[src/rtl/serial_subtractor.sv]
// Bit-serial subtractor: computes a - b - bin one bit per clock, LSB first.
// Optional macro SERIAL_SUB_OVF_EN adds a signed-overflow output 'ovf'.
module serial_subtractor #(
  parameter int WIDTH = 8
) (
  input  logic             clk,
  input  logic             rst,
  input  logic             start,
  input  logic [WIDTH-1:0] a,
  input  logic [WIDTH-1:0] b,
  input  logic             bin,
  output logic             busy,
  output logic             done,
  output logic [WIDTH-1:0] diff,
  output logic             bout
`ifdef SERIAL_SUB_OVF_EN
  ,
  output logic             ovf
`endif
);

  localparam int CNT_W = (WIDTH > 1) ? $clog2(WIDTH) : 1;
  localparam logic [CNT_W-1:0] LAST = CNT_W'(WIDTH - 1);

  typedef enum logic [1:0] {IDLE, RUN, DONE} state_t;

  state_t           state;
  state_t           state_next;
  logic [WIDTH-1:0] a_sh;
  logic [WIDTH-1:0] b_sh;
  logic [WIDTH-2:0] acc;
  logic [WIDTH-1:0] acc_ext;
  logic             br;
  logic [CNT_W-1:0] cnt;
  logic             d_bit;
  logic             br_bit;
  logic             last_bit;

  function automatic logic [1:0] sub_cell(input logic ai, input logic bi, input logic bri);
    logic [1:0] r;
    r[0] = ai ^ bi ^ bri;
    r[1] = (~ai & bi) | (~(ai ^ bi) & bri);
    return r;
  endfunction

  assign {br_bit, d_bit} = sub_cell(a_sh[0], b_sh[0], br);
  assign last_bit        = (cnt == LAST);
  // Completed result bits sit in acc; the newest bit enters at the MSB.
  assign acc_ext         = {d_bit, acc};
  assign busy            = (state == RUN);
  assign done            = (state == DONE);

  always_ff @(posedge clk) begin
    if (rst) state <= IDLE;
    else     state <= state_next;
  end

  always_comb begin
    state_next = state;
    case (state)
      IDLE:    if (start)    state_next = RUN;
      RUN:     if (last_bit) state_next = DONE;
      DONE:                  state_next = IDLE;
      default:               state_next = IDLE;
    endcase
  end

  // Control and visible result registers (reset)
  always_ff @(posedge clk) begin
    if (rst) begin
      cnt  <= '0;
      br   <= 1'b0;
      diff <= '0;
      bout <= 1'b0;
`ifdef SERIAL_SUB_OVF_EN
      ovf  <= 1'b0;
`endif
    end else begin
      case (state)
        IDLE: if (start) begin
          br  <= bin;
          cnt <= '0;
        end
        RUN: begin
          br  <= br_bit;
          cnt <= cnt + CNT_W'(1);
          if (last_bit) begin
            diff <= acc_ext;
            bout <= br_bit;
`ifdef SERIAL_SUB_OVF_EN
            // On the final bit a_sh[0]/b_sh[0] are the operand sign bits.
            ovf  <= (a_sh[0] ^ b_sh[0]) & (d_bit ^ a_sh[0]);
`endif
          end
        end
        default: ;
      endcase
    end
  end

  // Operand and partial-result shift registers (no reset needed)
  always_ff @(posedge clk) begin
    case (state)
      IDLE: if (start) begin
        a_sh <= a;
        b_sh <= b;
      end
      RUN: begin
        a_sh <= a_sh >> 1;
        b_sh <= b_sh >> 1;
        acc  <= acc_ext[WIDTH-1:1];
      end
      default: ;
    endcase
  end

endmodule

[config.mk]
export PLATFORM = sky130hd
export DESIGN_NAME = serial_subtractor
export DESIGN_NICKNAME = d
export VERILOG_FILES = /design/src/rtl/serial_subtractor.sv
export SDC_FILE = /design/constraint.sdc
export NUM_CORES = 1
export LEC_CHECK = 0
export BUFFER_PORTS_ARGS = -buffer_cell sky130_fd_sc_hd__buf_2
export CAP_MARGIN = 20
export CORE_MARGIN = 10
export CORE_UTILIZATION = 48
export CTS_CLUSTER_DIAMETER = 100
export DETAILED_ROUTE_END_ITERATION = 16
export PLACE_DENSITY_LB_ADDON = 0.08
export RECOVER_POWER = 50
export SETUP_SLACK_MARGIN = 0.02
export SLEW_MARGIN = 40
export SYNTH_ARGS = -nofsm -noshare
export SYNTH_HDL_FRONTEND = slang
export SYNTH_SLANG_ARGS = --single-unit
[constraint.sdc]
create_clock -name clk -period 4.5 [get_ports clk]
set_clock_uncertainty 0.15 [all_clocks]
set_input_delay 0 -clock clk [delete_from_list [all_inputs] [get_ports clk]]
set_output_delay 0 -clock clk [all_outputs]
set_load 0.02 [all_outputs]
==> metrics <==
vias in the first global route 1046; post-detailed-route via-to-cell ratio 5.031; CP Buf/Inv Count 1; Rows 20; initial core utilization 0.4908; I/O Buffers 30; chip height 75.42 um; reg-to-reg startpoint state[0]$_SDFFE_PP0P_; largest net degree at the start of global routing 28; Crit Path Max Fanout 27; post-DP HPWL 1.821 mm; post-CTS sizing 0; H-Tree Level Count 2; RSZ-0062 raised after global routing false; r2r worst-path depth 4; CP Data Arrival Time 2.52 ns; remaining antenna violation count 0; DRT Pass-1 Iters 2; most frequent cells after synthesis edfxtp_1, nand2_1, dfxtp_1; Die X 75.42 um; Primary FF master, synth edfxtp_1; via count 976; largest cells by area after synthesis edfxtp_1, dfxtp_1, mux2_1; sequential-to-total area share from yosys stat 0.6723; critical path type reg -> reg; Core Region 3003 um2; Clock Sinks 38; actual slew at the worst max-slew pin 1.069 ns; fmax 420.2 MHz; HP Class reg -> reg; count of different cell masters after synthesis 21; Hold Path End diff[4]$_SDFFE_PP0P_; critical path endpoint category register; global route total overflow 0; Synth area leader edfxtp_1; Crit path max-delay family simple AND/OR/NAND/NOR gates; Worst EP required 4.64 ns; Final nets 183; Cells after Synth 107; PwrDens 334.3 nW/um2; clk_lat worst skew 0.34 ns; clk slew on worst S/H paths 0.11 ns; total negative slack 0 ns; R2R Setup Slk 2.12 ns; Max Cap Viol 0; Tcrit/Tclk final 0.5289; layout cell share with drive strength beyond 1 0.1739; EDFF count, synth 23; Worst path max stage delay 0.88 ns; Yosys reg bits 38; CTS buffer count 5; global placer's final weighted congestion 0.6983; Yosys warning count 0; Hold Fails Final Rpt 0; Yosys top cell area share 0.4686; critical path's slowest cell and2b_1; clk buf depth 2; Setup violations, final 0; clk root buf clkbuf_4; initial DRC count 39; hold depth 2; Post-Syn Area 1474 um2; n_diodes 0; Worst setup SP type register; hold_sp diff[4]$_SDFFE_PP0P_; Pins Over Slew Limit 0; Avg WL per Cell 14.18 um; most common cell in the netlist edfxtp_1; Residual DRC 0; I/O pins 31; Leak 0.7155 nW; critical path cell sequence and2b_1 > mux2i_1 > nor2_1 > dlygate4sd3_1; initial antenna violation count 0; drt total wl 2.751 mm; Post-CTS Setup Bufs 0; slew margin rel. 0.2875; RR Endpoint cnt[0]$_SDFFE_PP0P_; VDD IR-drop max 170.4 uV; Syn Nets 130; Post-synth ARST share 0; first-pass GRT wire length 4.671 mm; Hold WS 0.3079 ns; outcome finished, final reports clean; Syn Area/Cell 13.77 um2; Die ar. 5687 um2; Tot GR Track Use 0.1114; Layout area overhead 27.33%; CTS tree built; Final min period 2.380 ns
## power breakdown
group | internal, mW | switching, mW
combinational | 0.0327 | 0.0265
sequential | 0.396 | 0.00806
clock | 0.0587 | 0.105
total | 0.488 | 0.140
## worst reg2reg max path: cells and delay by family (launching register included)
kind          cells  cell delay, ns
flops             1            0.47
buf+inv           1            0.54
simple gates      2            1.00
mux               1            0.17
## what timing repair did
item	in CTS	in global routing
setup endpoints to repair	0	0
endpoints found under the hold margin	31	0
hold buffers	20	0
## kinds of logic after synthesis
family | count (synthesis) | synth area share
adders and majority gates | 3 | 0.03056
DFF | 38 | 0.6723
buffers and inverters | 7 | 0.02546
muxes | 15 | 0.1138
and+or+nand+nor | 30 | 0.09423
AOI/OAI and AO/OA | 14 | 0.06366
## area by class of cell
class	instances	area, um2
Sequential cell	38	991.0
Multi-Input combinational cell	62	445.4
Clock inverter	2	8.758
Timing Repair Buffer	50	337.8
Fill cell	250	1126
Tap cell	33	41.29
Clock buffer	6	41.29
Inverter	3	11.26
## worst max path at each step
stage	startpoint	endpoint	slack [ns]	depth (start not counted)
after floorplan	state[0]$_SDFFE_PP0P_	a_sh[2]$_DFFE_PP_	2.97	3
after global placement	state[0]$_SDFFE_PP0P_	a_sh[3]$_DFFE_PP_	2.44	2
after detailed placement	state[0]$_SDFFE_PP0P_	a_sh[5]$_DFFE_PP_	2.68	2
after CTS	state[0]$_SDFFE_PP0P_	cnt[0]$_SDFFE_PP0P_	2.46	4
after global routing	state[0]$_SDFFE_PP0P_	cnt[0]$_SDFFE_PP0P_	1.93	4
final	state[0]$_SDFFE_PP0P_	cnt[0]$_SDFFE_PP0P_	2.12	4
## sequential cells by signal (all words and copies together) (netlist names)
register,cells
a_sh,8
acc,7
b_sh,8
bout,1
br,1
cnt,3
diff,8
state,2
## metrics by stage
stage               power [mW]    util  instances  instance area [um2]  setup WS [ns]
detailed placement      0.4593  0.5463        166                 1640          2.684
CTS                     0.6333  0.6296        194                 1891          2.464
floorplan               0.4408       -        107                 1474          2.975
finish                  0.6274  0.6250        194                 1877          2.120
global route            0.6593  0.6250        194                 1877          1.935
global placement        0.4566  0.5458        166                 1639          2.436
## layout by cell type (no fill, tap or decap)
cell,n
clkinv_2,1
mux2i_1,1
mux2_1,14
clkinv_1,1
inv_1,3
dlygate4sd3_1,20
fa_1,1
a21oi_1,8
edfxtp_1,23
nand2_1,16
clkbuf_1,11
nor3_1,1
nor2b_1,5
a211oi_2,1
nor2_1,5
a22oi_1,2
nand3b_1,1
o21bai_2,1
and2b_1,1
clkbuf_4,5
dfxtp_1,15
ha_1,2
a211oi_1,2
and3b_1,1
buf_2,20
## routing by layer
layer / up-vias / GRT usage / wire length, um
li1: 486 / - / -
met1: 455 / 0.1176 / 1128
met2: 30 / 0.1879 / 1425
met3: 5 / 0.04297 / 168
met4: 0 / 0.05979 / 27
met5: - / 0 / 0
Power figures use the tool's default switching activity.
